==> src/rtl/ps2_host_tx_pkg.sv <==
// ----------------------------------------------------------------------------
// ps2_host_tx_pkg
// Shared definitions for the PS/2 host-to-device transmitter and its line
// filter: FSM state encoding, frame length, microsecond-to-cycle conversion,
// and the frame-bit / parity helpers.
// ----------------------------------------------------------------------------
package ps2_host_tx_pkg;

  // Transmitter FSM states
  typedef enum logic [2:0] {
    ST_IDLE      = 3'd0,
    ST_INHIBIT   = 3'd1,
    ST_REQ       = 3'd2,
    ST_SEND      = 3'd3,
    ST_ACK       = 3'd4,
    ST_WAIT_IDLE = 3'd5
  } tx_state_t;

  // Data bits 0-7, parity, stop; the start bit is driven during INHIBIT
  localparam int PS2_TX_FRAME_BITS = 10;

  // Whole-MHz clocks only: CLK_HZ / 1e6 * us
  function automatic int us_to_cycles(input int clk_hz, input int us);
    return (clk_hz / 1_000_000) * us;
  endfunction

  // Odd parity: the parity bit makes the total number of ones odd
  function automatic logic odd_parity(input logic [7:0] d);
    return ~^d;
  endfunction

  // Frame bit at position idx: data LSB first, then parity, then stop (1)
  function automatic logic frame_bit(input logic [7:0] d,
                                     input logic       par,
                                     input logic [3:0] idx);
    logic b;
    if (idx < 4'd8) begin
      b = d[idx[2:0]];
    end else if (idx == 4'd8) begin
      b = par;
    end else begin
      b = 1'b1;
    end
    return b;
  endfunction

endpackage

==> src/rtl/ps2_host_tx_line_filter.sv <==
// ----------------------------------------------------------------------------
// ps2_host_tx_line_filter
// Conditions one raw PS/2 pad level: 2-FF synchroniser, then a stability
// filter that only accepts a level change after the synchronised line has
// held the new value for FILTER_LEN consecutive cycles, then a falling-edge
// detector on the filtered level.
// Ports:
//   clk    in  system clock
//   rst    in  synchronous reset, active-high (idle bus level = 1)
//   raw    in  asynchronous pad level
//   level  out filtered line level
//   fall   out one-cycle pulse, the cycle after level went 1 -> 0
// ----------------------------------------------------------------------------
module ps2_host_tx_line_filter
  import ps2_host_tx_pkg::*;
#(
  parameter int FILTER_LEN = 8
) (
  input  logic clk,
  input  logic rst,
  input  logic raw,
  output logic level,
  output logic fall
);

  localparam int                CNT_W    = $clog2(FILTER_LEN + 1);
  localparam logic [CNT_W-1:0]  CNT_ZERO = CNT_W'(0);
  localparam logic [CNT_W-1:0]  CNT_ONE  = CNT_W'(1);
  localparam logic [CNT_W-1:0]  CNT_LAST = CNT_W'(FILTER_LEN - 1);

  logic [1:0]       sync_r;
  logic [CNT_W-1:0] cnt_r;

  // Two-stage synchroniser for the asynchronous pad
  always_ff @(posedge clk) begin
    if (rst) begin
      sync_r <= 2'b11;
    end else begin
      sync_r <= {sync_r[0], raw};
    end
  end

  // Stability filter and falling-edge detect
  always_ff @(posedge clk) begin
    if (rst) begin
      level <= 1'b1;
      cnt_r <= CNT_ZERO;
      fall  <= 1'b0;
    end else begin
      fall <= 1'b0;
      if (sync_r[1] == level) begin
        // Any return to the accepted level restarts the stability window
        cnt_r <= CNT_ZERO;
      end else if (cnt_r == CNT_LAST) begin
        level <= sync_r[1];
        cnt_r <= CNT_ZERO;
        // level is still the old value here, so 1 means a 1 -> 0 change
        fall  <= level;
      end else begin
        cnt_r <= cnt_r + CNT_ONE;
      end
    end
  end

endmodule

==> src/rtl/ps2_host_tx.sv <==
// ----------------------------------------------------------------------------
// ps2_host_tx
// Host-to-device PS/2 transmitter: sends one command byte to a keyboard or
// mouse. The host inhibits the bus, posts a start bit, then shifts data,
// odd parity and stop on the device's falling clock edges, samples the
// device ACK and waits for the bus to go idle. Lines are open-drain: an
// *_oe of 1 pulls the line low, 0 releases it.
// Ports:
//   clk, rst      system clock, synchronous active-high reset
//   ps2clk_in     raw PS/2 clock pad level (asynchronous)
//   ps2data_in    raw PS/2 data pad level (asynchronous)
//   ps2clk_oe     1 = pull clock low
//   ps2data_oe    1 = pull data low
//   data          byte to send, sampled on an accepted dataload
//   dataload      one-cycle write strobe, accepted only while idle
//   ps2busy       high from the cycle after acceptance until back in IDLE
//   ps2error      sticky NACK/timeout flag, cleared by the next accept
//   done          one-cycle pulse on ACK followed by bus idle
// ----------------------------------------------------------------------------
module ps2_host_tx
  import ps2_host_tx_pkg::*;
#(
  parameter int CLK_HZ           = 28_000_000,
  parameter int INHIBIT_US       = 120,
  parameter int START_TIMEOUT_US = 15000,
  parameter int BIT_TIMEOUT_US   = 2000,
  parameter int FILTER_LEN       = 8
) (
  input  logic       clk,
  input  logic       rst,
  input  logic       ps2clk_in,
  input  logic       ps2data_in,
  output logic       ps2clk_oe,
  output logic       ps2data_oe,
  input  logic [7:0] data,
  input  logic       dataload,
  output logic       ps2busy,
  output logic       ps2error,
  output logic       done
);

  localparam int INHIBIT_CYC = us_to_cycles(CLK_HZ, INHIBIT_US);
  localparam int START_CYC   = us_to_cycles(CLK_HZ, START_TIMEOUT_US);
  localparam int BIT_CYC     = us_to_cycles(CLK_HZ, BIT_TIMEOUT_US);
  localparam int MAX_CYC     = (INHIBIT_CYC > START_CYC) ?
                               ((INHIBIT_CYC > BIT_CYC) ? INHIBIT_CYC : BIT_CYC) :
                               ((START_CYC > BIT_CYC) ? START_CYC : BIT_CYC);
  localparam int TMR_W       = $clog2(MAX_CYC + 1);

  localparam logic [TMR_W-1:0] TMR_ZERO     = TMR_W'(0);
  localparam logic [TMR_W-1:0] TMR_ONE      = TMR_W'(1);
  localparam logic [TMR_W-1:0] INHIBIT_LAST = TMR_W'(INHIBIT_CYC - 1);
  localparam logic [TMR_W-1:0] START_LOAD   = TMR_W'(START_CYC);
  localparam logic [TMR_W-1:0] BIT_LOAD     = TMR_W'(BIT_CYC);
  localparam logic [3:0]       LAST_BIT     = 4'(PS2_TX_FRAME_BITS - 1);

  tx_state_t        state_r;
  logic [7:0]       data_r;
  logic             parity_r;
  logic [3:0]       bitcnt_r;
  logic [TMR_W-1:0] timer_r;
  logic             ack_ok_r;

  logic clk_filt_s;
  logic clk_fall_s;
  logic data_filt_s;
  logic data_fall_unused_s;

  ps2_host_tx_line_filter #(.FILTER_LEN(FILTER_LEN)) u_clk_filter (
    .clk   (clk),
    .rst   (rst),
    .raw   (ps2clk_in),
    .level (clk_filt_s),
    .fall  (clk_fall_s)
  );

  ps2_host_tx_line_filter #(.FILTER_LEN(FILTER_LEN)) u_data_filter (
    .clk   (clk),
    .rst   (rst),
    .raw   (ps2data_in),
    .level (data_filt_s),
    .fall  (data_fall_unused_s)
  );

  // Transmit FSM with registered line drives and status outputs.
  // timer_r counts down and holds at zero; zero in SEND/ACK/WAIT_IDLE is a
  // timeout. A device fall is checked before the timer so it wins a tie.
  always_ff @(posedge clk) begin
    if (rst) begin
      state_r    <= ST_IDLE;
      data_r     <= 8'h00;
      parity_r   <= 1'b0;
      bitcnt_r   <= 4'd0;
      timer_r    <= TMR_ZERO;
      ack_ok_r   <= 1'b0;
      ps2clk_oe  <= 1'b0;
      ps2data_oe <= 1'b0;
      ps2busy    <= 1'b0;
      ps2error   <= 1'b0;
      done       <= 1'b0;
    end else begin
      done <= 1'b0;
      case (state_r)
        ST_IDLE: begin
          ps2clk_oe  <= 1'b0;
          ps2data_oe <= 1'b0;
          ps2busy    <= 1'b0;
          if (dataload) begin
            data_r    <= data;
            parity_r  <= odd_parity(data);
            ps2error  <= 1'b0;
            ps2busy   <= 1'b1;
            ps2clk_oe <= 1'b1;
            ack_ok_r  <= 1'b0;
            bitcnt_r  <= 4'd0;
            timer_r   <= INHIBIT_LAST;
            state_r   <= ST_INHIBIT;
          end
        end

        // Clock held low; device edges here are our own and are ignored
        ST_INHIBIT: begin
          if (timer_r == TMR_ZERO) begin
            ps2clk_oe <= 1'b0;
            state_r   <= ST_REQ;
          end else begin
            timer_r <= timer_r - TMR_ONE;
            // Start bit goes out on the last inhibit cycle
            if (timer_r == TMR_ONE) begin
              ps2data_oe <= 1'b1;
            end
          end
        end

        ST_REQ: begin
          timer_r  <= START_LOAD;
          bitcnt_r <= 4'd0;
          state_r  <= ST_SEND;
        end

        ST_SEND: begin
          if (clk_fall_s) begin
            ps2data_oe <= ~frame_bit(data_r, parity_r, bitcnt_r);
            timer_r    <= BIT_LOAD;
            if (bitcnt_r == LAST_BIT) begin
              state_r <= ST_ACK;
            end else begin
              bitcnt_r <= bitcnt_r + 4'd1;
            end
          end else if (timer_r == TMR_ZERO) begin
            ps2clk_oe  <= 1'b0;
            ps2data_oe <= 1'b0;
            ps2busy    <= 1'b0;
            ps2error   <= 1'b1;
            state_r    <= ST_IDLE;
          end else begin
            timer_r <= timer_r - TMR_ONE;
          end
        end

        // Device pulls data low for one clock to acknowledge
        ST_ACK: begin
          if (clk_fall_s) begin
            ack_ok_r <= ~data_filt_s;
            if (data_filt_s) begin
              ps2error <= 1'b1;
            end
            timer_r <= BIT_LOAD;
            state_r <= ST_WAIT_IDLE;
          end else if (timer_r == TMR_ZERO) begin
            ps2clk_oe  <= 1'b0;
            ps2data_oe <= 1'b0;
            ps2busy    <= 1'b0;
            ps2error   <= 1'b1;
            state_r    <= ST_IDLE;
          end else begin
            timer_r <= timer_r - TMR_ONE;
          end
        end

        ST_WAIT_IDLE: begin
          if (clk_filt_s && data_filt_s) begin
            ps2busy <= 1'b0;
            done    <= ack_ok_r;
            state_r <= ST_IDLE;
          end else if (timer_r == TMR_ZERO) begin
            ps2clk_oe  <= 1'b0;
            ps2data_oe <= 1'b0;
            ps2busy    <= 1'b0;
            ps2error   <= 1'b1;
            state_r    <= ST_IDLE;
          end else begin
            timer_r <= timer_r - TMR_ONE;
          end
        end

        default: begin
          ps2clk_oe  <= 1'b0;
          ps2data_oe <= 1'b0;
          ps2busy    <= 1'b0;
          state_r    <= ST_IDLE;
        end
      endcase
    end
  end

endmodule

==> config.mk <==
export PLATFORM = sky130hd
export DESIGN_NAME = ps2_host_tx
export DESIGN_NICKNAME = d
export VERILOG_FILES = /design/src/rtl/ps2_host_tx_pkg.sv /design/src/rtl/ps2_host_tx_line_filter.sv /design/src/rtl/ps2_host_tx.sv
export SDC_FILE = /design/constraint.sdc
export NUM_CORES = 1
export LEC_CHECK = 0
export CAP_MARGIN = 25
export CORE_MARGIN = 4
export CORE_UTILIZATION = 40
export CTS_CLUSTER_DIAMETER = 80
export DETAILED_ROUTE_END_ITERATION = 16
export PLACE_DENSITY_LB_ADDON = 0.12
export SLEW_MARGIN = 20
export SYNTH_ARGS = -nofsm -noshare
export SYNTH_HDL_FRONTEND = slang
export SYNTH_SLANG_ARGS = --single-unit
export TNS_END_PERCENT = 5
==> constraint.sdc <==
create_clock -name clk -period 4.8 [get_ports clk]
set_input_delay 0.96 -clock clk [delete_from_list [all_inputs] [get_ports clk]]
set_output_delay 0.96 -clock clk [all_outputs]
set_load 0.005 [all_outputs]
Word level (Yosys, flattened, before mapping)
Index checks and enable logic that the tools add are counted.

Word-level logic and storage cells: 132. Input bits: 13. Register bits: 56. Output and inout port bits: 5.

Magnitude comparators: 2. Eq/ne operators: 25. Reduce and logical (&&, ||, !) cells: 25. Bitwise operators: 9. Add/sub/neg operators: 4. Multiplexer cells: 49.

Operator list (count): case mux 19 bit (5 select lines) (1); 2-to-1 mux 19 bit (4); 2-to-1 mux 1 bit (26); 2-to-1 mux 3 bit (7); == test 19 x 1 -> 1 bit, second input constant (1); zero test 19 bit (1); subtractor 19 x 1 -> 19 bit, second input constant (1); != test 2 bit, second input constant (9); case mux 3 bit (6 select lines) (1); adder 4 x 1 -> 4 bit, second input constant (3); 2-to-1 mux 4 bit (3); case mux 4 bit (3 select lines) (1); AND reduction 3 bit (4); OR reduction 3 bit (4); case mux 1 bit (5 select lines) (2); AND reduction 5 bit (2); NOT 1 bit (9); == test 4 x 3 -> 1 bit, second input constant (2); == test 4 bit, second input constant (2); case mux 1 bit (4 select lines) (2); AND reduction 2 bit (4); XNOR reduction 8 bit (1); == test 3 x 2 -> 1 bit, second input constant (2); == test 3 bit, second input constant (2); 17 further kinds (20).

Longest topological paths before layout
Depth after elaboration: 9. Mapped depth: 8. Gate-level depth less buffers: 8.

By module
Synthesis repeated with hierarchy kept, for this count alone.

Cells, all modules: 394. Area, all modules: 3231.8 um^2.

Modules (own cells, without submodules): ps2_host_tx (instances 1, sequential area each 820.8 um^2, area each 2631.3 um^2, cells an instance 342); ps2_host_tx_line_filter (instances 2, sequential area each 160.2 um^2, area each 300.3 um^2, cells an instance 26).

Least setup slack after synthesis
OpenSTA, ideal clock, no wires.

Path type: register -> register. Start: reg timer_r[0]. End: reg state_r[1]. Data arrival time: 1.949 ns. Slack: 2.758 ns. Path buffers: 0. Clock period less this slack: 2.042 ns. Cell stages (with the launch flop): 9. Path through: dfxtp_1 -> inv_1 -> ha_1 -> nor4b_2 -> nand2_1 -> nor3_4 -> a21oi_1 -> a211o_1 -> o32ai_1.

Cells in the longest elaborated chain, start to end: 4. Elaborated cells between the ends (all ways): 8. Those cells by class: eq/ne (1); mux (5); reduce/logical (2).

Ends and longest elaborated chain: start, declared (RTL line ps2_host_tx.sv:61) `logic [TMR_W-1:0] timer_r;`; start signal, assigned (RTL line ps2_host_tx.sv:127) `timer_r <= timer_r - TMR_ONE;`; start signal, assigned (RTL line ps2_host_tx.sv:157) `timer_r <= timer_r - TMR_ONE;`; start signal, assigned (RTL line ps2_host_tx.sv:177) `timer_r <= timer_r - TMR_ONE;`; zero test 19 bit *; 2-to-1 mux 3 bit; 2-to-1 mux 3 bit, on equally long branches; case mux 3 bit (6 select lines); end signal, assigned (RTL line ps2_host_tx.sv:125) `state_r <= ST_REQ;`; end signal, assigned (RTL line ps2_host_tx.sv:169) `state_r <= ST_WAIT_IDLE;`; end signal, assigned (RTL line ps2_host_tx.sv:185) `state_r <= ST_IDLE;`; end, declared (RTL line ps2_host_tx.sv:57) `tx_state_t state_r;`.

Every way passes the cells marked *; elsewhere a longest branch is shown, timed or not. A chain may end at the register's enable or synchronous reset.

Final worst setup path
Ends and elaborated chain as after synthesis.

==> flow_results.org <==
** STA
- The number of hold-slack violations in the final timing report was 0.
- Final worst hold slack :: roughly 420 ps
- Headroom to the max-slew limit came out at 0.376.
- Between clock sinks in the finished design, the worst skew comes to 5.80 ps.
- Endpoints failing setup :: 0
- Setup repair after global routing left no endpoint under its margin.
- In the finished design, the share of the clock period the worst path needs comes to 0.552.
- Aggregate negative setup slack :: 0 ps
- Worst-margin pin slew :: between 900 and 1000 ps
- The worst path needs about 2600 ps of the cycle, external delays included.
- Highest clock frequency the design can meet :: 0.378 GHz
- Number of pins exceeding their max-slew limit in the final report :: 0

** Worst setup path
- The largest single stage delay on the critical path is slightly above 500 ps.
- Buffers plus inverters on the worst setup path :: 1
- Worst Path Class, Setup :: reg -> reg
- The worst setup path is captured at a flip-flop.
- In this run the worst path has a maximum fanout of 10.
- The signal on the critical path passes through inv_1 -> ha_1 -> nor4b_2 -> nand2_1 -> nor3_4 -> a21oi_1 -> a211o_1 -> o32ai_1.
- The kind of cell with the highest combined delay along the critical path is simple AND/OR/NAND/NOR gates.
- The slowest stage of the critical path is the sky130_fd_sc_hd__nor4b_2 cell.
- Critical Path Start Type :: flip-flop
- Critical path arrival :: approximately 2900 ps
- For the worst setup path, the data required time is 5020 ps.

** Die
- The initialized floorplan defines 32 standard-cell rows.
- Floorplan die width :: 96.6 µm
- The floorplan step defined a die boundary enclosing roughly 9300 µm².
- From bottom edge to top edge, the die measures a little under 100 µm.
- For this configuration, the core starts out at a cell density of 0.409.
- After floorplanning, the core was sized to cover between 7000 and 8000 µm².
- During I/O placement, the number of pins put on the boundary was 18.

** Synth
- Of all flip-flops after synthesis, the portion carrying an async set or reset was 0.
- Synthesized Nets :: around 410
- #FFs+latches synth :: between 50 and 60
- After technology mapping, the gate count stands at ~390.
- After synthesis, the mean cell area works out to 8.10 µm².
- Synth cell types :: a little over 60
- Synthesis Warnings :: 0
- In this run the cell area of the synthesized design comes to between 3000 and 4000 µm².
- Counting flops with a built-in enable in the synthesized netlist gives 0.
- In the synthesized netlist the dominant register cell turns out to be sky130_fd_sc_hd__dfxtp_1.
- Of the synthesized area, sequential elements account for 0.357.

** Layout
- Fill cells in the final layout number roughly 810.
- Number of nets in the final layout :: 415
- 0 antenna diodes ended up in the layout.
- At the end of the flow the core is filled with cells to 0.450.
- Of the cells placed in the final design, the portion with a size suffix greater than 1 is 0.0808.
- Relative area change from synthesis to final layout :: 10.2%

** Detailed routing
- Number of violations reported at the end of detailed-routing iteration 0 :: 170
- ANT nets after route :: 0
- For this run, the detailed router's first-pass iteration total came to 4.
- DRC :: 0
- Via count of the routed design :: 2782
- Average via count per standard cell :: ~5.6
- Dividing the detail-routed wire length by the instance count gives between 15 and 20 µm.
- The routed design has around 7700 µm of wire.

** Placement
- Once detailed placement completed, the half-perimeter wirelength came to 5320 µm.
- Placer congestion estimate :: 0.844
- During placement, the flow inserted port buffers numbering 17.

** Clock network
- Root Buffer Master :: sky130_fd_sc_hd__clkbuf_8
- The H-tree was split into 2 levels.
- Clock tree synthesis found a total of 56 sinks.
- TritonCTS built the clock tree.
- In this run, CTS created clock tree buffers numbering 5.
- Hold buffer count at CTS :: 0
- For the worst-skew pair, the clock arrives at the later sink with an insertion delay of around 310 ps.
- Clock slew at reported path FFs :: about 110 ps
- Gates resized during post-CTS repair numbered 0.
- Buffers added to address setup during post-CTS repair amount to 0.
- Counting along the longest clock path gives a buffer depth of 2.

** Pwr
- Worst supply voltage drop on vdd :: roughly 0.00028 V
- Power spread over the standard cell area amounts to around 530 nW/µm².
- Leak Pwr :: between 1 and 1.5 nW

** GRT
- In the global route stage, overall resource usage came out at 0.163.
- Number of antenna violations at the first check in global routing :: 0
- The via count of the first global-routing pass was approximately 2600.
- The first global-routing pass estimated ~13000 µm of wire.
- Pin count of the biggest net entering global routing :: 50
- Global routing finished with a remaining overflow of 0.

** Run
- Max-cap violations :: 0

** Status
- Outcome :: completed

** Hold path
- Type of the tightest min-delay check :: reg -> reg
==> final timing paths <==
kind	startpoint	end	slack [ps]	cells after the start
worst min register to register	u_clk_filter.sync_r[0]$_SDFF_PP1_	u_clk_filter.sync_r[1]$_SDFF_PP1_	420	1
worst max register to register	timer_r[0]$_SDFFE_PP0P_	state_r[1]$_SDFFE_PP0P_	2150	8
worst max-delay path	timer_r[0]$_SDFFE_PP0P_	state_r[1]$_SDFFE_PP0P_	2150	8
worst min-delay path	u_clk_filter.sync_r[0]$_SDFF_PP1_	u_clk_filter.sync_r[1]$_SDFF_PP1_	420	1
==> layout make-up <==
cell class,count,area (µm²),area share
Clock inverter,3,47.5,0.0137
Timing Repair Buffer,19,180,0.0520
Multi-Input combinational cell,301,1870,0.541
Clock buffer,5,68.8,0.0199
Inverter,12,45.0,0.0130
Tap cell,102,128,0.0369
Sequential cell,56,1120,0.324
==> cell usage in the layout, fill, tap and decap left out, types with 9 or more instances in the layout <==
master	n
sky130_fd_sc_hd__a31oi_1	9
sky130_fd_sc_hd__nand2_1	42
sky130_fd_sc_hd__inv_1	12
sky130_fd_sc_hd__o21ai_0	25
sky130_fd_sc_hd__nor2_1	44
sky130_fd_sc_hd__xnor2_1	15
sky130_fd_sc_hd__nor3_1	12
sky130_fd_sc_hd__clkdlybuf4s50_1	16
sky130_fd_sc_hd__nand3_1	10
sky130_fd_sc_hd__dfxtp_1	56
sky130_fd_sc_hd__a21oi_1	31
==> state kept, by name, indices dropped and copies added, names as in the netlist, 2 cells and up <==
name and count:
u_data_filter.sync_r 2, bitcnt_r 4, timer_r 19, data_r 8, state_r 3, u_clk_filter.sync_r 2
u_data_filter.cnt_r 4, u_clk_filter.cnt_r 4
==> through the flow <==
stage	worst slack (ps)	cells	total power, mW	area (µm²)
after detailed placement	2050	490	1.51	3350
after global routing	1950	498	1.98	3460
after CTS	2180	498	1.83	3460
after global placement	1730	490	1.50	3340
final	2150	498	1.83	3460
after floorplan	2760	388	1.32	3140
==> per-layer routing <==
layer,vias up,track usage,part of all wire
met2,50,0.242,0.43
met3,7,0.0267,0.042
met1,1317,0.247,0.52
met4,0,0.0324,0.0077
met5,-,0,0
li1,1408,-,-
==> cells by family after synthesis <==
| group | count (synthesis) | share of synthesized area |
|---|---|---|
| compound gates | 112 | 0.227 |
| xor+xnor | 18 | 0.0502 |
| fa+ha+maj | 7 | 0.0279 |
| buf+inv | 31 | 0.0494 |
| flops | 56 | 0.357 |
| mux | 5 | 0.0239 |
| simple gates | 159 | 0.265 |
==> worst reg2reg max path: cells and delay by family (launching register included) <==
kind,cells,cell delay (ps)
AO/OA/AOI/OAI,3,620
AND/OR/NAND/NOR,3,1280
adder cells (fa/ha/maj),1,230
flip-flops,1,360
buffers and inverters,1,70
==> cell usage after synthesis (4+ instances only) <==
cell | count | area, µm²
sky130_fd_sc_hd__a211o_1 | 4 | 35.0
sky130_fd_sc_hd__a211oi_1 | 4 | 30.0
sky130_fd_sc_hd__a21o_1 | 4 | 30.0
sky130_fd_sc_hd__a21oi_1 | 31 | 155
sky130_fd_sc_hd__a31oi_1 | 9 | 56.3
sky130_fd_sc_hd__buf_4 | 4 | 30.0
sky130_fd_sc_hd__clkbuf_1 | 10 | 37.5
sky130_fd_sc_hd__dfxtp_1 | 56 | 1120
sky130_fd_sc_hd__ha_1 | 7 | 87.6
sky130_fd_sc_hd__inv_1 | 12 | 45.0
sky130_fd_sc_hd__nand2_1 | 42 | 158
sky130_fd_sc_hd__nand2b_1 | 7 | 43.8
sky130_fd_sc_hd__nand3_1 | 10 | 50.1
sky130_fd_sc_hd__nand3b_1 | 4 | 30.0
sky130_fd_sc_hd__nor2_1 | 44 | 165
sky130_fd_sc_hd__nor3_1 | 13 | 65.1
sky130_fd_sc_hd__o21ai_0 | 25 | 125
sky130_fd_sc_hd__or2_2 | 5 | 31.3
sky130_fd_sc_hd__or3_1 | 4 | 25.0
sky130_fd_sc_hd__xnor2_1 | 15 | 131
==> power breakdown <==
part           internal [mW]  switching (mW)
clock network          0.158           0.164
logic                  0.332           0.516
registers              0.540           0.117
Note: power is estimated with default switching activity, not from simulation.
